## config.mk

```make
export PLATFORM = sky130hd
export DESIGN_NAME = load_store_unit_flat
export DESIGN_NICKNAME = d
export VERILOG_FILES = /design/src/rtl/riscv_mem_pkg.sv /design/src/rtl/load_store_unit_if.sv /design/src/rtl/lsu_align.sv /design/src/rtl/load_store_unit.sv /design/src/flat_wrapper.sv
export SDC_FILE = /design/constraint.sdc
export NUM_CORES = 1
export LEC_CHECK = 0
export CAP_MARGIN = 20
export CORE_MARGIN = 5
export CORE_UTILIZATION = 40
export DETAILED_ROUTE_END_ITERATION = 8
export GPL_TIMING_DRIVEN = 0
export PLACE_DENSITY = 0.75
export SKIP_CTS_REPAIR_TIMING = 1
export SLEW_MARGIN = 25
export SYNTH_ARGS = -nofsm -noshare
export SYNTH_HDL_FRONTEND = slang
export SYNTH_SLANG_ARGS = --single-unit
```

## constraint.sdc

```tcl
create_clock -name clk -period 9.6 [get_ports clk]
set_input_delay 1.92 -clock clk [delete_from_list [all_inputs] [get_ports clk]]
set_output_delay 1.92 -clock clk [all_outputs]
set_load 0.02 [all_outputs]
```

## src/rtl/riscv_mem_pkg.sv

```systemverilog
// Shared types and constants for the MEM-stage load/store path.
package riscv_mem_pkg;

  localparam int unsigned DATA_WIDTH  = 64;
  localparam int unsigned DWORD_BYTES = 8;
  localparam int unsigned OFF_WIDTH   = 3;
  // Wide enough for off + nbytes, which reaches 15 on a crossing doubleword.
  localparam int unsigned CNT_WIDTH   = 4;

  // funct3[1:0] size encodings.
  localparam logic [1:0] SZ_B = 2'd0;
  localparam logic [1:0] SZ_H = 2'd1;
  localparam logic [1:0] SZ_W = 2'd2;
  localparam logic [1:0] SZ_D = 2'd3;

  typedef enum logic {
    IDLE   = 1'b0,
    SECOND = 1'b1
  } lsu_state_t;

  // Request fields that must survive into the second word of a split access.
  typedef struct packed {
    logic                  is_load;
    logic [2:0]            funct3;
    logic [OFF_WIDTH-1:0]  off;
    logic [DATA_WIDTH-1:0] store_data;
  } lsu_req_t;

  function automatic logic [CNT_WIDTH-1:0] size_bytes(input logic [1:0] sz);
    return CNT_WIDTH'(1) << sz;
  endfunction

endpackage

```

## src/rtl/load_store_unit_if.sv

```systemverilog
// Pipeline request/response and data_memory signals of the load/store unit.
interface load_store_unit_if
  import riscv_mem_pkg::*;
#(
  parameter int unsigned ADDR_WIDTH = 10
);

  logic                        req_valid;
  logic                        req_ready;
  logic                        is_load;
  logic                        is_store;
  logic [2:0]                  funct3;
  logic [ADDR_WIDTH+2:0]       byte_addr;
  logic [DATA_WIDTH-1:0]       store_data;
  logic                        resp_valid;
  logic [DATA_WIDTH-1:0]       load_data;
  logic [ADDR_WIDTH-1:0]       mem_addr;
  logic [DATA_WIDTH-1:0]       mem_write_data;
  logic                        mem_write;
  logic                        mem_read;
  logic [DATA_WIDTH-1:0]       mem_read_data;

  // Environment side: pipeline plus data_memory.
  modport master (
    output req_valid, is_load, is_store, funct3, byte_addr, store_data, mem_read_data,
    input  req_ready, resp_valid, load_data, mem_addr, mem_write_data, mem_write, mem_read
  );

  // Load/store unit side.
  modport slave (
    input  req_valid, is_load, is_store, funct3, byte_addr, store_data, mem_read_data,
    output req_ready, resp_valid, load_data, mem_addr, mem_write_data, mem_write, mem_read
  );

endinterface

```

## src/rtl/lsu_align.sv

```systemverilog
// Byte-lane datapath: sub-word store merge and load extract/extend.
module lsu_align
  import riscv_mem_pkg::*;
(
  input  logic [DATA_WIDTH-1:0] old_word,
  input  logic [DATA_WIDTH-1:0] store_data,
  input  logic [OFF_WIDTH-1:0]  off,
  input  logic [CNT_WIDTH-1:0]  nbytes,
  input  logic                  part,
  output logic [DATA_WIDTH-1:0] merged,
  input  logic [DATA_WIDTH-1:0] lo_word,
  input  logic [DATA_WIDTH-1:0] hi_word,
  input  logic [2:0]            funct3,
  output logic [DATA_WIDTH-1:0] load_result
);

  localparam int unsigned KW = CNT_WIDTH + 1;

  logic [DATA_WIDTH-1:0] raw;

  // Lane i takes store byte k = i + 8*part - off whenever k < nbytes; underflow lands above nbytes.
  always_comb begin
    logic [KW-1:0] k;
    merged = old_word;
    k      = '0;
    for (int i = 0; i < DWORD_BYTES; i++) begin
      k = KW'(i) + (part ? KW'(DWORD_BYTES) : KW'(0)) - KW'(off);
      if (k < {1'b0, nbytes}) begin
        merged[8*i +: 8] = store_data[8*k[2:0] +: 8];
      end
    end
  end

  // Right-align the addressed bytes across the word pair, then zero- or sign-extend.
  always_comb begin
    raw         = DATA_WIDTH'({hi_word, lo_word} >> {off, 3'b000});
    load_result = raw;
    case (funct3[1:0])
      SZ_B:    load_result = funct3[2] ? {56'd0, raw[7:0]}  : {{56{raw[7]}},  raw[7:0]};
      SZ_H:    load_result = funct3[2] ? {48'd0, raw[15:0]} : {{48{raw[15]}}, raw[15:0]};
      SZ_W:    load_result = funct3[2] ? {32'd0, raw[31:0]} : {{32{raw[31]}}, raw[31:0]};
      default: load_result = raw;
    endcase
  end

endmodule

```

## src/rtl/load_store_unit.sv

```systemverilog
// MEM-stage load/store unit: doubleword-aligned read-modify-write with split handling.
module load_store_unit
  import riscv_mem_pkg::*;
#(
  parameter int unsigned ADDR_WIDTH = 10
) (
  input  logic             clk,
  input  logic             reset,
  load_store_unit_if.slave bus
);

  lsu_state_t            state;
  lsu_state_t            state_next;
  lsu_req_t              req_q;
  logic [ADDR_WIDTH-1:0] idx_q;
  logic [DATA_WIDTH-1:0] hold_q;
  logic [DATA_WIDTH-1:0] load_data_q;
  logic                  resp_valid_q;

  logic [OFF_WIDTH-1:0]  off;
  logic [ADDR_WIDTH-1:0] idx;
  logic [CNT_WIDTH-1:0]  nbytes;
  logic [CNT_WIDTH-1:0]  end_byte;
  logic                  active;
  logic                  illegal;
  logic                  split;
  logic                  legal;

  logic [OFF_WIDTH-1:0]  a_off;
  logic [2:0]            a_funct3;
  logic [DATA_WIDTH-1:0] a_data;
  logic [DATA_WIDTH-1:0] a_lo;
  logic [DATA_WIDTH-1:0] a_hi;
  logic                  a_part;
  logic [DATA_WIDTH-1:0] merged;
  logic [DATA_WIDTH-1:0] load_result;

  logic [ADDR_WIDTH-1:0] mem_addr_c;
  logic                  mem_read_c;
  logic                  mem_write_c;

  // Incoming request decode.
  assign off      = bus.byte_addr[OFF_WIDTH-1:0];
  assign idx      = bus.byte_addr[ADDR_WIDTH+OFF_WIDTH-1:OFF_WIDTH];
  assign nbytes   = size_bytes(bus.funct3[1:0]);
  assign end_byte = CNT_WIDTH'(off) + nbytes;
  assign active   = (state == IDLE) && bus.req_valid && (bus.is_load || bus.is_store);
  assign illegal  = (bus.is_load && bus.is_store) ||
                    (bus.is_load && (bus.funct3 == 3'b111)) ||
                    (bus.is_store && bus.funct3[2]);
  assign split    = end_byte > CNT_WIDTH'(DWORD_BYTES);
  assign legal    = active && !illegal;

  // Datapath operands come from the live request in IDLE and from the latch in SECOND.
  always_comb begin
    a_off    = off;
    a_funct3 = bus.funct3;
    a_data   = bus.store_data;
    a_lo     = bus.mem_read_data;
    a_hi     = '0;
    a_part   = 1'b0;
    if (state == SECOND) begin
      a_off    = req_q.off;
      a_funct3 = req_q.funct3;
      a_data   = req_q.store_data;
      a_lo     = hold_q;
      a_hi     = bus.mem_read_data;
      a_part   = 1'b1;
    end
  end

  lsu_align u_align (
    .old_word    (bus.mem_read_data),
    .store_data  (a_data),
    .off         (a_off),
    .nbytes      (size_bytes(a_funct3[1:0])),
    .part        (a_part),
    .merged      (merged),
    .lo_word     (a_lo),
    .hi_word     (a_hi),
    .funct3      (a_funct3),
    .load_result (load_result)
  );

  // State register.
  always_ff @(posedge clk or negedge reset) begin
    if (!reset) state <= IDLE;
    else        state <= state_next;
  end

  // Next state: a legal crossing access spends one extra cycle in SECOND.
  always_comb begin
    state_next = state;
    case (state)
      IDLE:    if (legal && split) state_next = SECOND;
      SECOND:  state_next = IDLE;
      default: state_next = IDLE;
    endcase
  end

  // Memory strobes; forced quiet while reset is asserted so an aborted split never writes.
  always_comb begin
    mem_addr_c  = '0;
    mem_read_c  = 1'b0;
    mem_write_c = 1'b0;
    if (reset) begin
      case (state)
        IDLE: begin
          if (legal) begin
            mem_addr_c  = idx;
            mem_read_c  = 1'b1;
            mem_write_c = bus.is_store;
          end
        end
        SECOND: begin
          mem_addr_c  = idx_q + ADDR_WIDTH'(1);
          mem_read_c  = 1'b1;
          mem_write_c = !req_q.is_load;
        end
        default: ;
      endcase
    end
  end

  // Request latch, low-word hold and registered response.
  always_ff @(posedge clk or negedge reset) begin
    if (!reset) begin
      resp_valid_q <= 1'b0;
      load_data_q  <= '0;
      hold_q       <= '0;
      req_q        <= '0;
      idx_q        <= '0;
    end else begin
      resp_valid_q <= 1'b0;
      if (state == SECOND) begin
        resp_valid_q <= 1'b1;
        if (req_q.is_load) load_data_q <= load_result;
      end else if (active) begin
        if (illegal) begin
          resp_valid_q <= 1'b1;
          load_data_q  <= '0;
        end else if (split) begin
          req_q <= '{is_load: bus.is_load, funct3: bus.funct3, off: off, store_data: bus.store_data};
          idx_q <= idx;
          if (bus.is_load) hold_q <= bus.mem_read_data;
        end else begin
          resp_valid_q <= 1'b1;
          if (bus.is_load) load_data_q <= load_result;
        end
      end
    end
  end

  assign bus.req_ready      = (state == IDLE);
  assign bus.resp_valid     = resp_valid_q;
  assign bus.load_data      = load_data_q;
  assign bus.mem_addr       = mem_addr_c;
  assign bus.mem_read       = mem_read_c;
  assign bus.mem_write      = mem_write_c;
  assign bus.mem_write_data = merged;

endmodule
```

## src/flat_wrapper.sv

```systemverilog
// flat-port wrapper written by rule: the top's interface ports become plain ports
module load_store_unit_flat import riscv_mem_pkg::*;
#(
  parameter int unsigned ADDR_WIDTH = 10
)
  (clk, reset, bus_req_valid, bus_is_load, bus_is_store, bus_funct3, bus_byte_addr, bus_store_data, bus_mem_read_data, bus_req_ready, bus_resp_valid, bus_load_data, bus_mem_addr, bus_mem_write_data, bus_mem_write, bus_mem_read);
  load_store_unit_if #(.ADDR_WIDTH(ADDR_WIDTH)) bus_i ();
  input  logic clk;
  input  logic reset;
  input wire logic [$bits(bus_i.req_valid)-1:0] bus_req_valid;
  input wire logic [$bits(bus_i.is_load)-1:0] bus_is_load;
  input wire logic [$bits(bus_i.is_store)-1:0] bus_is_store;
  input wire logic [$bits(bus_i.funct3)-1:0] bus_funct3;
  input wire logic [$bits(bus_i.byte_addr)-1:0] bus_byte_addr;
  input wire logic [$bits(bus_i.store_data)-1:0] bus_store_data;
  input wire logic [$bits(bus_i.mem_read_data)-1:0] bus_mem_read_data;
  output wire logic [$bits(bus_i.req_ready)-1:0] bus_req_ready;
  output wire logic [$bits(bus_i.resp_valid)-1:0] bus_resp_valid;
  output wire logic [$bits(bus_i.load_data)-1:0] bus_load_data;
  output wire logic [$bits(bus_i.mem_addr)-1:0] bus_mem_addr;
  output wire logic [$bits(bus_i.mem_write_data)-1:0] bus_mem_write_data;
  output wire logic [$bits(bus_i.mem_write)-1:0] bus_mem_write;
  output wire logic [$bits(bus_i.mem_read)-1:0] bus_mem_read;
  assign bus_i.req_valid = bus_req_valid;
  assign bus_i.is_load = bus_is_load;
  assign bus_i.is_store = bus_is_store;
  assign bus_i.funct3 = bus_funct3;
  assign bus_i.byte_addr = bus_byte_addr;
  assign bus_i.store_data = bus_store_data;
  assign bus_i.mem_read_data = bus_mem_read_data;
  assign bus_req_ready = bus_i.req_ready;
  assign bus_resp_valid = bus_i.resp_valid;
  assign bus_load_data = bus_i.load_data;
  assign bus_mem_addr = bus_i.mem_addr;
  assign bus_mem_write_data = bus_i.mem_write_data;
  assign bus_mem_write = bus_i.mem_write;
  assign bus_mem_read = bus_i.mem_read;
  load_store_unit #(.ADDR_WIDTH(ADDR_WIDTH)) u_core (.clk(clk), .reset(reset), .bus(bus_i));
endmodule
```

== Word level (Yosys, flattened, before mapping) ==
Cells that the tools add are included.

* Eq/ne operators: 5
* Multiplexer cells: 40
* Bitwise operators: 2
* Order comparisons: 9
* Reduce and logical (&&, ||, !) cells: 18
* Add/subtract/negate cells: 17
* Shifts and indexed selects: 11

{| class="wikitable"
|+ Operators with widths
! operator !! count
|-
| $mux 64 || 12
|-
| $shiftx 64x7->8 || 8
|-
| $pmux 64 s3 || 1
|-
| $shr 128x6->64 || 1
|-
| $mux 8 || 8
|-
| $lt 5x4->1 || 8
|-
| $sub 5x3->5 || 8
|-
| $add 3x5->5 const A || 4
|-
| $mux 10 || 2
|-
| $pmux 10 s2 || 1
|-
| $add 10x1->10 const B || 1
|-
| $add 2x5->5 const A || 2
|-
| $mux 1 || 10
|-
| $reduce_and 4->1 || 2
|-
| $shl 1x2->4 const A || 2
|-
| $logic_and 1x1->1 || 7
|-
| $mux 3 || 2
|-
| $pmux 1 s2 || 3
|-
| $add 1x5->5 const A || 1
|-
| $reduce_and 5->1 || 1
|-
| $add 3x4->4 || 1
|-
| $gt 4x4->1 const B || 1
|-
| $mux 4 || 1
|-
| $eq 3x3->1 const B || 1
|-
| 10 further kinds || 14
|}

* Bits of input ports: 149
* Bits in registers: 211
* Word-level logic and storage cells: 111

== Logic depth before layout (Yosys ltp) ==
Gate-level depths: netlist of the first run.

* Depth after elaboration: 9
* Mapped depth: 15
* Mapped depth without buffers: 11

== Hierarchy ==
Synthesis of the first run repeated with hierarchy kept, for this count alone.

* Cells, all modules: 1574
* Area total of the unflattened synthesis: 18332.6 um^2

{| class="wikitable"
|+ Modules (own cells, without submodules)
! module !! area an instance (um^2) !! instances !! cells each
|-
| load_store_unit || 10933.0 || 1 || 841
|-
| lsu_align || 7399.6 || 1 || 733
|}

== Worst setup path after synthesis of the first run ==
Ideal clock, no wire load.

* Path type: input port to output port
* Start point: in bus_byte_addr[1]
* End point: out bus_mem_write_data[53]
* Slack: 2135 ps
* Arrival time: 5545 ps
* Buffers on the path: 6
* Stages on the path: 13
* Cell sequence: mux2i_4 > buf_2 > buf_2 > buf_1 > ha_1 > clkbuf_1 > inv_2 > buf_1 > ha_1 > a21oi_1 > o21ai_1 > clkbuf_1 > o21ai_1

* Longest elaborated chain between the ends: 4

{| class="wikitable"
|+ RTL lines
! what !! RTL line !! RTL
|-
| from (decl) || flat_wrapper.sv:14 || <nowiki>input wire logic [$bits(bus_i.byte_addr)-1:0] bus_byte_addr;</nowiki>
|-
| $mux 3 * || load_store_unit.sv:62 || <nowiki>if (state == SECOND) begin</nowiki>
|-
| $sub 5x3->5 * || lsu_align.sv:27 || <nowiki>k = KW'(i) + (part ? KW'(DWORD_BYTES) : KW'(0)) - KW'(off);</nowiki>
|-
| $shiftx 64x7->8 or $lt 5x4->1 (tied branches) || lsu_align.sv:29, lsu_align.sv:28 ||
|-
| $mux 8 * || lsu_align.sv:28 || <nowiki>if (k < {1'b0, nbytes}) begin</nowiki>
|-
| to (decl) || flat_wrapper.sv:21 || <nowiki>output wire logic [$bits(bus_i.mem_write_data)-1:0] bus_mem_write_data;</nowiki>
|}

Every way passes the cells marked *; elsewhere a longest branch is shown, timed or not.

== Final worst setup path of the first run ==
* Start point: in bus_byte_addr[2]
* End point: out bus_mem_write_data[46]

Same word-level chain as after synthesis.

==> results of run 1 <==
## registers in the layout, summed over array words and instances, names as in the netlist
signal	cells
u_core.idx_q	10
u_core.hold_q	64
u_core.bus.resp_valid	1
u_core.bus.load_data	64
u_core.state	1
u_core.req_q	71
## final timing paths
check | start | end | cells past startpoint
max | bus_byte_addr[2] | bus_mem_write_data[46] | 15
min | u_core.bus.load_data[15] | u_core.bus.load_data[15] | 2
max reg2reg | u_core.state | u_core.bus.load_data[24] | 10
min reg2reg | u_core.bus.load_data[15] | u_core.bus.load_data[15] | 2
max in group asynchronous | reset | u_core.hold_q[18] | 2
min in group asynchronous | reset | u_core.bus.load_data[39] | 1
## metal layers
metal,part of all wire (%),routed length (um)
met4,8.9,8320
met3,9.1,8480
met5,0.020,19
met1,38,35400
met2,44,41300
## final cells by class
type / count / area share, %
clock inverters: 19 / 0.763
repair buffers: 290 / 13.2
flip-flops and latches: 211 / 23.7
multi-input cells: 1507 / 52.3
inverters: 38 / 0.651
diodes: 1 / 0.0112
clock buffers: 25 / 2.81
plain buffers: 156 / 3.26
well taps: 592 / 3.32
## metrics by stage
| step | utilization [%] | power (mW) |
|---|---|---|
| after floorplan | - | 2.76 |
| after global placement | 48.6 | 3.66 |
| after detailed placement | 48.7 | 3.72 |
| after CTS | 50.5 | 4.68 |
| after global routing | 50.5 | 4.91 |
| final | 50.5 | 4.74 |
## worst max-delay path, delay by kind of cell
family | cells | cell delay, ns
buffers and inverters | 8 | 3.55
AOI/OAI and AO/OA | 2 | 0.69
muxes | 1 | 0.53
adders and majority gates | 2 | 0.53
and+or+nand+nor | 2 | 0.16
## placed cells by master (no fill, tap or decap), drive strengths merged, types with 53 or more instances in the layout
cell type / n
nand3: 53
a21oi: 110
dfrtp: 211
clkdlybuf4s50: 287
mux2i: 274
mux2: 205
nand2: 268
o21ai: 138
buf: 95
nor2: 93
clkbuf: 89
## power breakdown
group | switching (mW) | internal (mW) | leakage (nW)
clock network | 0.442 | 0.512 | 0.383
logic | 1.37 | 0.991 | 6.36
registers | 0.238 | 1.19 | 2.59
total | 2.05 | 2.69 | 9.33
## logic make-up (layout without fill, tap and decap cells)
kind of cell | Yosys count | in the layout | synth area share (%)
mux | 519 | 519 | 33.8
simple gates | 471 | 471 | 11.5
compound gates | 470 | 470 | 17.1
flops | 211 | 211 | 29.7
buf+inv | 196 | 528 | 4.92
fa+ha+maj | 32 | 32 | 2.29
xor+xnor | 15 | 15 | 0.822
other cells | 0 | 1 | 0
==> summary.txt, run 1 <==
Floorplan
  • Num rows: 77
  • Die width: 221 um
  • Starting Density: between 40% and 50%
  • Core Footprint: roughly 44000 um^2
  • Die extent in y: 221 um
  • IO Pins: a little under 300
  • Total Die Area: just under 50000 um^2

Cells and area
  • Syn-to-layout area delta: 25.2%
  • Footprint of the multi-input gates: 11700 um^2
  • Post-route design area: 22300 um^2
  • Share of post-route cells with drive strength above 1: 17.9%
  • Filler Cells Inserted: 4230
  • FF+latch area: 5280 um^2
  • Cell Count, Final, Fillers Out: 2839
  • Final #Nets: 2410

Worst setup path
  • Crit path top cell by count: clkbuf_1
  • Peak fanout along the critical path: 12
  • Arrival time worst endpoint: 7.44 ns
  • Crit start category: primary input
  • Crit end category: output port
  • Worst-path cell chain: clkdlybuf4s50_1, clkbuf_1, mux2i_4, clkbuf_1, buf_2, ha_1, clkbuf_2, inv_2, ha_1, nand2_1, o21ai_1, clkbuf_1, nand2_1, o21ai_1, clkdlybuf4s50_1
  • Worst path slowest cell: clkdlybuf4s50_1
  • CP peak stage delay: 0.69 ns
  • CP Class: in2out
  • Reg-to-reg setup timing slack: 6.10 ns
  • CP required: 7.68 ns

GRT
  • GR Layer Usage met3: under 10%
  • Global-route track usage on met1: 44.4%
  • Antenna violations before repair: 2
  • Busiest grt layer: met2
  • Vias in the first global route: 18.3k
  • Gr ovfl total: 0
  • Tot GR Track Use: 36.2%
  • Largest net degree at the start of global routing: 96
  • M2 GR Usage: 57.0%
  • First-pass GRT wire length: 132000 um

Clock network
  • Cts bufs inserted: 25
  • Reg clk slew, reported paths: roughly 0.06 ns
  • CTS HTree Levels: 1
  • Later-pin clock latency in the skew report: 0.61 ns
  • Clock tree buffer depth: 3
  • Root Buffer: clkbuf_16
  • CTS tree: yes
  • # clock sinks: 211

Placement
  • Cells after DPL: approximately 2.8k
  • Placed cell areas: 21500 um^2
  • Routability cong.: between 1 and 1.5
  • I/O Buffers: 288
  • Post-DP HPWL: roughly 74000 um
  • Pre-CTS setup slack: -0.549 ns

Routing
  • DRC Markers: 0
  • DRT Pass-1 Iters: 6
  • Starting DRT DRC Count: between 2k and 2.5k
  • Routed vias/inst: around 6.5
  • Detailed Route WL: 93500 um
  • Vias: 18.5k
  • Post-DR wirelength/cell: 32.9 um
  • Routed Antenna Nets: 0

STA
  • Worst slew pin tran: 1.15 ns
  • Max-slew headroom: 22.8%
  • Crit path time final: 9.36 ns
  • Setup TNS: 0 ns
  • Min Hold Slack: 0.479 ns
  • Fmax: ~0.11 GHz
  • Final Hold Vio Count: 0
  • Slew Limit Fails: 0
  • Setup violations, final: 0
  • RSZ-0062 raised after global routing: false
  • Period utilisation layout: 97.5%
  • Clock skew: 0.0558 ns
  • Final worst setup slack: 0.241 ns

Power
  • Power per cell area: 213 nW/um^2
  • Leakage: 9.33 nW
  • VDD IR max: ~0.14 mV

Synthesis
  • Synthesized instance count: approximately 1.9k
  • Asr flop ratio synth: 100%
  • Syn Std Cell Area: 17800 um^2
  • Syn Area/Cell: 9.30 um^2
  • Synth unique cells: 74
  • Main synth FF type: dfrtp_1
  • Synth warn: 0
  • Most frequent cells after synthesis: 268 x mux2i_1, 268 x nand2_1, 211 x dfrtp_1
  • EDFF count, synth: 0
  • Yosys top cell area share: about 30%
  • Synth area leader: dfrtp_1
  • Synth area leaders: dfrtp_1 30%, mux2i_1 15%, mux2_2 13%
  • Synth Net Count: 2095
  • Register area share after synthesis: about 30%
  • Seq cells post-synth: 211

Job
  • Maxcap violations: 0

Min path
  • Hold/Removal Path Class: reg2reg

Status
  • Outcome: complete, no violations
(Power assumes the default switching activity.)
==> run 2, diff against run 1 <==
ABC_CLOCK_PERIOD_IN_PS = 9600   (was default)
==> results of run 2 <==
No change in the layout: final DEF, timing and power equal those of run 1.
==> run 3, diff against run 2 <==
TNS_END_PERCENT = 1   (was default)
==> summary.txt, run 3 (synthesis gave the netlist of run 1 again) <==
Floorplan
  • Starting Density: 40.3% (unchanged)
  • Total Die Area: 48800 um^2 (unchanged)
  • IO Pins: 291 (unchanged)
  • Core Footprint: 44100 um^2 (unchanged)
  • Num rows: 77 (unchanged)
  • Die extent in y: 221 um (unchanged)
  • Die width: 221 um (unchanged)

Worst setup path
  • Buf/Inv on CP: 7 (was 8)
  • CP Class: in2out (unchanged)
  • Worst-path cell chain: clkdlybuf4s50_1, buf_2, mux2i_4, clkbuf_1, clkbuf_1, ha_1, clkbuf_1, inv_2, ha_1, a21oi_1, o211ai_2, mux2i_1, clkdlybuf4s50_1 (was clkdlybuf4s50_1, clkbuf_1, mux2i_4, clkbuf_1, buf_2, ha_1, clkbuf_2, inv_2, ha_1, nand2_1, o21ai_1, clkbuf_1, nand2_1, o21ai_1, clkdlybuf4s50_1)
  • Crit start category: primary input (unchanged)
  • Crit path top cell by count: clkbuf_1 (unchanged)
  • Peak fanout along the critical path: 17 (was 12)
  • Arrival time worst endpoint: 7.67 ns (was 7.44 ns)
  • Worst path slowest cell: clkdlybuf4s50_1 (unchanged)
  • Critical path's top delay family: buffers and inverters (unchanged)
  • CP peak stage delay: 0.69 ns (about the same)
  • Crit end category: output port (unchanged)
  • Reg-to-reg setup timing slack: 6.12 ns (was 6.10 ns)
  • Worst r2r dst: u_core.bus.load_data[17] (was u_core.bus.load_data[24])
  • CP required: 7.68 ns (about the same)
  • Reg-to-reg startpoint: u_core.state (unchanged)
  • R2R depth: 8 (was 10)

Cells and area
  • Number of flip-flops in the largest register: 71 (unchanged)
  • Commonest non-fill, non-tap cell in the layout: clkdlybuf4s50_1 (unchanged)
  • Final #Nets: 2410 (unchanged)
  • Share of post-route cells with drive strength above 1: 17.8% (was 17.9%)
  • Largest Register: u_core.req_q (unchanged)
  • Most frequent cells in the layout: 287 x clkdlybuf4s50_1, 268 x nand2_1, 268 x mux2i_1 (unchanged)
  • Antenna diodes: 0 (was 1)
  • Syn-to-layout area delta: 25.2% (about the same)

GRT
  • First-pass GRT wire length: 132000 um (unchanged)
  • Tot GR Track Use: 36.2% (unchanged)
  • Vias in the first global route: 18.3k (unchanged)
  • Gr ovfl total: 0 (unchanged)
  • Largest net degree at the start of global routing: 96 (unchanged)
  • Antenna violations before repair: 2 (unchanged)

STA
  • Worst slew pin tran: 1.14 ns (was 1.15 ns)
  • Slew Limit Fails: 0 (unchanged)
  • RSZ-0062 raised after global routing: true (was false)
  • Final Hold Vio Count: 0 (unchanged)
  • Period utilisation layout: 99.9% (was 97.5%)
  • Clock skew: 0.0501 ns (was 0.0558 ns)
  • Setup violations, final: 0 (unchanged)
  • Max-slew headroom: 23.2% (was 22.8%)
  • Final worst setup slack: 0.0122 ns (was 0.241 ns)
  • Crit path time final: 9.59 ns (was 9.36 ns)
  • Fmax: 0.104 GHz (was 0.107 GHz)

Power
  • VDD IR max: 0.143 mV (was 0.144 mV)
  • Design Power: 4.73 mW (was 4.74 mW)
  • Leakage: 9.33 nW (about the same)
  • Power per cell area: 212 nW/um^2 (was 213 nW/um^2)

Placement
  • Pre-CTS setup slack: -0.549 ns (unchanged)
  • Routability cong.: 1.07 (unchanged)
  • I/O Buffers: 288 (unchanged)
  • Post-DP HPWL: 74200 um (unchanged)

Min path
  • Hold path cells: 2 (unchanged)
  • Hold worst-path end: u_core.bus.load_data[15] (unchanged)
  • Hold/Removal Path Class: reg2reg (unchanged)
  • Worst Min Path Start: u_core.bus.load_data[15] (unchanged)

Clock network
  • CTS tree: yes (unchanged)
  • CTS HTree Levels: 1 (unchanged)
  • Later-pin clock latency in the skew report: 0.61 ns (about the same)
  • Cts bufs inserted: 25 (unchanged)
  • Reg clk slew, reported paths: 0.06 ns (about the same)
  • Clock tree buffer depth: 3 (unchanged)
  • Root Buffer: clkbuf_16 (unchanged)
  • # clock sinks: 211 (unchanged)

Routing
  • Routed vias/inst: 6.48 (was 6.51)
  • Vias: 18.4k (was 18.5k)
  • Starting DRT DRC Count: 2364 (was 2265)
  • DRC Markers: 0 (unchanged)
  • DRT Pass-1 Iters: 6 (unchanged)
  • Detailed Route WL: 93300 um (was 93500 um)
  • Post-DR wirelength/cell: 32.9 um (about the same)
  • Routed Antenna Nets: 0 (unchanged)

Job
  • Maxcap violations: 0 (unchanged)

Status
  • Outcome: complete, no violations (unchanged)
## run 3: changes by cell type in the layout (fill, tap and decap cells not counted), sizes merged
cell	change
diode	-1
buf	+1
clkbuf	-1
## run 3: final cells by class
| type | instances | area [um^2] |
|---|---|---|
| multi-input cells | 1507 | 11700 |
| plain buffers | 156 | 724 |
| well taps | 592 | 741 |
| flip-flops and latches | 211 | 5280 |
| fillers | 4231 | 21800 |
| repair buffers | 290 | 2940 |
| clock buffers | 25 | 626 |
| clock inverters | 19 | 170 |
| inverters | 38 | 145 |
## run 3: worst reg2reg max path, stage by stage, from the launching register on
cell and delay (ns):
dfrtp_1 0.47, buf_6 0.21, mux2i_4 0.21, inv_4 0.17
clkbuf_1 0.63, buf_1 0.92, o221ai_1 0.23, a31oi_1 0.35
a21oi_1 0.12
## run 3: per-stage QoR
step / util (%) / hold WS (ns) / cells / setup TNS, ns / area (um^2)
after floorplan: - / 0.473 / 1914 / 0 / 17800
after global placement: 48.6 / 0.468 / 2794 / -532.62 / 21400
after detailed placement: 48.7 / 0.471 / 2796 / -8.94 / 21500
after CTS: 50.5 / 0.485 / 2840 / -9.31 / 22300
after global routing: 50.5 / 0.515 / 2838 / -1.67 / 22300
final: 50.5 / 0.480 / 2838 / 0 / 22300
## run 3: where the power goes
part / internal, mW / switching [mW]
registers: 1.19 / 0.239
logic: 0.991 / 1.37
clock network: 0.512 / 0.438
## run 3: worst max path at each step
stage | from | to | cells past startpoint
finish | bus_byte_addr[0] | bus_mem_write_data[17] | 13
global route | bus_byte_addr[0] | bus_mem_write_data[17] | 13
CTS | bus_byte_addr[1] | bus_mem_write_data[17] | 14
detailed placement | bus_byte_addr[1] | bus_mem_write_data[17] | 14
global placement | reset | bus_mem_addr[3] | 5
floorplan | bus_byte_addr[1] | bus_mem_write_data[53] | 13
## run 3: routing by layer
layer | GRT usage [%] | vias to the layer above | routed length [um]
met5 | 0 | - | 19
met4 | 25.1 | 2 | 8320
met3 | 7.79 | 371 | 8470
met2 | 57.0 | 1275 | 41300
met1 | 44.4 | 9014 | 35200
li1 | - | 7740 | -
